===== src/rtl/seg7_pkg.sv =====
// Shared seven-segment definitions: segment bit positions, override patterns
// and the pattern type used between the lookup ROM and the output stage.
package seg7_pkg;

  localparam int SEG_A = 6;
  localparam int SEG_B = 5;
  localparam int SEG_C = 4;
  localparam int SEG_D = 3;
  localparam int SEG_E = 2;
  localparam int SEG_F = 1;
  localparam int SEG_G = 0;

  typedef logic [6:0] seg_t;

  localparam seg_t SEG_ALL_ON  = 7'h7F;
  localparam seg_t SEG_ALL_OFF = 7'h00;

endpackage


===== src/rtl/seg7_rom.sv =====
// Combinational 3-bit code to active-high a..g segment pattern lookup.
module seg7_rom
  import seg7_pkg::*;
(
  input  logic [2:0] code,
  output seg_t       pattern
);

  always_comb begin
    pattern = SEG_ALL_OFF;
    case (code)
      3'd0: pattern = 7'b1111110;
      3'd1: pattern = 7'b0110000;
      3'd2: pattern = 7'b1101101;
      3'd3: pattern = 7'b1111001;
      3'd4: pattern = 7'b0110011;
      3'd5: pattern = 7'b1011011;
      3'd6: pattern = 7'b1011111;
      3'd7: pattern = 7'b1110000;
      default: pattern = SEG_ALL_OFF;
    endcase
  end

endmodule


===== src/rtl/conditional_decoder_seg7.sv =====
// Registered seven-segment decoder with lamp-test/blank overrides and
// selectable output polarity; F comes straight from a flop.
module conditional_decoder_seg7
  import seg7_pkg::*;
#(
  parameter bit ACTIVE_LOW = 1'b0
) (
  input  logic       clk,
  input  logic       rst_n,
  input  logic [2:0] ABC,
  input  logic       lamp_test,
  input  logic       blank,
  output logic [6:0] F
);

  seg_t rom_pattern;
  seg_t pattern_next;
  seg_t drive_next;
  seg_t off_drive;
  seg_t f_reg;

  seg7_rom u_rom (
    .code    (ABC),
    .pattern (rom_pattern)
  );

  // Lamp test outranks blanking so a panel check works even on a blanked digit.
  always_comb begin
    pattern_next = rom_pattern;
    if (lamp_test) begin
      pattern_next = SEG_ALL_ON;
    end else if (blank) begin
      pattern_next = SEG_ALL_OFF;
    end
  end

  genvar gi;
  generate
    for (gi = 0; gi < 7; gi++) begin : g_polarity
      assign drive_next[gi] = pattern_next[gi] ^ ACTIVE_LOW;
      assign off_drive[gi]  = SEG_ALL_OFF[gi] ^ ACTIVE_LOW;
    end
  endgenerate

  always_ff @(posedge clk) begin
    if (!rst_n) begin
      f_reg <= off_drive;
    end else begin
      f_reg <= drive_next;
    end
  end

  assign F = f_reg;

endmodule


===== config.mk =====
export PLATFORM = sky130hd
export DESIGN_NAME = conditional_decoder_seg7
export DESIGN_NICKNAME = d
export VERILOG_FILES = /design/src/rtl/seg7_pkg.sv /design/src/rtl/seg7_rom.sv /design/src/rtl/conditional_decoder_seg7.sv
export SDC_FILE = /design/constraint.sdc
export NUM_CORES = 1
export LEC_CHECK = 0
export CAP_MARGIN = 25
export CORE_AREA = 4 4 41 43
export DETAILED_ROUTE_END_ITERATION = 10
export DIE_AREA = 0 0 45 47
export PLACE_DENSITY = 0.58
export SLEW_MARGIN = 20
export SYNTH_ARGS = -nofsm -noshare
export SYNTH_HDL_FRONTEND = slang
export SYNTH_SLANG_ARGS = --single-unit
export TNS_END_PERCENT = 100

===== constraint.sdc =====
create_clock -name clk -period 1.1 [get_ports clk]
set_input_delay 0.22 -clock clk [delete_from_list [all_inputs] [get_ports clk]]
set_output_delay 0.22 -clock clk [all_outputs]
set_load 0.02 [all_outputs]

Word-level counts from Yosys, hierarchy flattened
Memories as Yosys holds them, arrays and structs flattened. Index checks and enable logic that the tools add are counted.

Memory bits (read-only): 56. Bits in registers: 7. Memories kept: 1. Output and inout bits: 7. Bits of input ports: 7.

Memory list: (name not given) (depth 8, bits a word 7, rd ports 1, clocked after memory_dff 0, write ports 0, line seg7_rom.sv:11) `case (code)`.

Multiplexer cells: 2.

Operators with widths (number): two-way mux 7 bit (2).

Depth between registers and ports, before layout
An unclocked memory read counts as a cell.

Depth after elaboration: 3. Mapped depth: 5. Mapped depth without buffers: 5.

Modules after synthesis
A second synthesis with hierarchy kept.

Cells, all modules: 40. Area, all modules: 376.6 µm².

By module, submodules not included: conditional_decoder_seg7 (cells each 21, area each 236.5 µm², instances 1); seg7_rom (cells each 19, area each 140.1 µm², instances 1).

Worst setup path after synthesis
Ideal clock, no wire load.

Path type: input to register. Start point: in ABC[0]. End point: reg f_reg[3], in the netlist F[3]. Setup slack: 0.221 ns. Data arrival time: 0.761 ns. Setup time: 0.118 ns. Cell stages on the path: 4. Data required time: 0.982 ns. Cell sequence: inv_1 > ha_1 > a21oi_1 > o21ai_1.

Word-level cells in the longest chain between the ends: 3.

Ends and longest elaborated chain: start: declaration (line conditional_decoder_seg7.sv:10) `input logic [2:0] ABC,`; memory read (8 x 7 bit); two-way mux 7 bit (line conditional_decoder_seg7.sv:32) `end else if (blank) begin`; two-way mux 7 bit (line conditional_decoder_seg7.sv:30) `if (lamp_test) begin`; end signal: assignment (line conditional_decoder_seg7.sv:47) `f_reg <= off_drive;`; end signal: assignment (line conditional_decoder_seg7.sv:49) `f_reg <= drive_next;`; end: declaration (line conditional_decoder_seg7.sv:20) `seg_t f_reg;`.

No other way between the ends. A chain may end at the register's enable or synchronous reset.

Final worst setup path
Start point: reg f_reg[6], in the netlist F[6]. End point: out F[6].

RTL lines: end: declaration (line conditional_decoder_seg7.sv:13) `output logic [6:0] F`.

No word-level cell between the ends.

==> flow_summary_export.csv <==
group,metric,value,unit
run_status,status,"finished clean",
sta,post-route-period-util,0.954,
worst_setup_path,critPathMaxStageDelay,0.30,ns
synth,synth-edff-count,0,
sta,maxSlewViolCount,0,
detailed_routing,drt_first_pass_iters,2,
global_route,antenna_found_initial,0,
finish,nets,69,
global_route,grt_start_max_net_pins,9,
worst_setup_path,cp-end-kind,"primary output",
detailed_routing,ant_nets,0,
sta,max_freq,0.953,GHz
die,num_io_pins,14,
sta,tns,0,ns
pwr,irDropWorstVdd,388,uV
pwr,powerDensity,1210,nW/um^2
clock_tree,htreeDepth,1,
synth,syn-num-nets,48,
detailed_routing,routed_via_density,4.03,
placement,place_inst,67,
die,dieArea,2120,um^2
worst_setup_path,critical-path-slowest-cell,"dfxtp_1",
die,rows,13,
sta,finalHoldViolations,0,
finish,layout.cells.non_filler,71,
synth,syn_inst,36,
finish,antennaDiodeCount,0,
sta,tightest_slew,0.197,ns
synth,ys.flop_type,"dfxtp_1",
clock_tree,clkTransAtPathRegs,0.05,ns
clock_tree,cts.sinks,7,
detailed_routing,drt_iter0_markers,1,
synth,ys_ff_latch,7,
run,cap_violations,0,
global_route,grt_usage,0.0704,
placement,dpl_cell_area,512,um^2
worst_setup_path,crit_buf_inv,1,
finish,finish.instance_area,537,um^2
die,die_h,47,um
die,fp.coreArea,1300,um^2
finish,utilization,0.413,
sta,slew-limit-headroom,0.867,
min_path,hold_path.class,"in2reg",
finish,largest_register_ffs,7,
clock_tree,cts.path.max_buffers,2,
placement,numPortBuffers,13,
worst_setup_path,required,0.88,ns
detailed_routing,drc,0,
synth,syn-cell-area,344,um^2
worst_setup_path,cpLargestDelayFamily,"flip-flops",
placement,routabilityCongestion,0.767,
global_route,grt_pass1_wl,979,um
detailed_routing,vias,286,
finish,drive_gt1_frac,0.321,
detailed_routing,drt-total-wl,602,um
detailed_routing,wire_per_inst,8.48,um
clock_tree,cts-root-buf,"clkbuf_4",
global_route,grt_overflow,0,
worst_setup_path,cp_max_fo,1,
placement,hpwlAfterDp,498,um
sta,rsz0062_at_grt,"false",
worst_setup_path,cp.arrival,0.83,ns
die,start_util,0.264,
synth,ys_async_sr_fraction,0,
sta,setup_viol,0,
synth,synth-seq-area-share,0.407,
finish,syn2layout_area_growth,56.0,%
global_route,grt_pass1_vias,261,
die,die_x,45,um
worst_setup_path,critPathLaunchType,"flop",
clock_tree,cts_inserted_buffers,3,
worst_setup_path,critPathKind,"reg2out",
sta,period_minus_slack,1.05,ns
synth,yosys_warnings,0,
clock_tree,tritoncts,"yes",
synth,avgSynthCellArea,9.56,um^2
synth,synth.distinct_cells,14,
worst_setup_path,cp_cell_sequence,"clkdlybuf4s15_1",
pwr,p_leak,0.241,nW
[synthesized netlist by cell type (2+ instances only)]
master / number / area share
dfxtp_1: 7 / 0.41
ha_1: 5 / 0.18
a21oi_1: 4 / 0.058
inv_1: 3 / 0.033
nor2_1: 3 / 0.033
o21ai_1: 3 / 0.044
a21oi_2: 2 / 0.051
o21a_1: 2 / 0.044
o31ai_1: 2 / 0.044
[final cells by class]
type	instances	area, um^2
fillers	141	764
repair buffers	17	143
clock buffers	4	26.3
well taps	15	18.8
inverters	4	15.0
multi-input cells	24	194
flip-flops and latches	7	140
[through the flow]
step	setup WS, ns	hold WS, ns	power, mW
floorplan	0.221	0.337	0.363
global placement	-0.335	0.908	0.445
detailed placement	-0.333	0.915	0.446
CTS	0.0000440	0.494	0.668
global route	0.00387	0.526	0.700
finish	0.0506	0.501	0.649
[report_power, final]
group	switching (mW)	internal [mW]
clock network	0.0806	0.138
logic	0.0806	0.0722
registers	0.00427	0.274
total	0.165	0.484
[what timing repair did]
item / in CTS / in global routing
endpoints found under the hold margin: 0 / 0
hold buffers: 0 / 0
endpoints found under the setup margin: 9 / 7
resized for setup: 15 / 8
buffers inserted: 0 / 0
[final timing paths]
path | start | endpoint | slack, ns | depth (start not counted)
min | ABC[1] | F[0] | 0.50 | 4
max | F[6] | F[6] | 0.05 | 1
[layer usage]
layer | routed length, um | global-route usage | part of all wire
met4 | 0 | 0.105 | 0
met2 | 294 | 0.110 | 0.49
met3 | 40 | 0.0115 | 0.066
met5 | 0 | 0 | 0
met1 | 267 | 0.0661 | 0.44
[placed cells by master, fill, tap and decap left out, drive strengths merged]
cell	n
nand2b	1
o21a	2
inv	4
nand2	1
nor2	4
clkbuf	7
clkdlybuf4s50	4
dfxtp	7
dlygate4sd2	2
clkdlybuf4s15	4
buf	4
o21ai	3
ha	5
o31ai	2
a21oi	6
[kinds of logic after synthesis]
logic type / synth area share
fa+ha+maj: 0.182
simple gates: 0.0945
flops: 0.407
compound gates: 0.240
buf+inv: 0.0763
No activity file was read; power rests on OpenSTA's default activity.
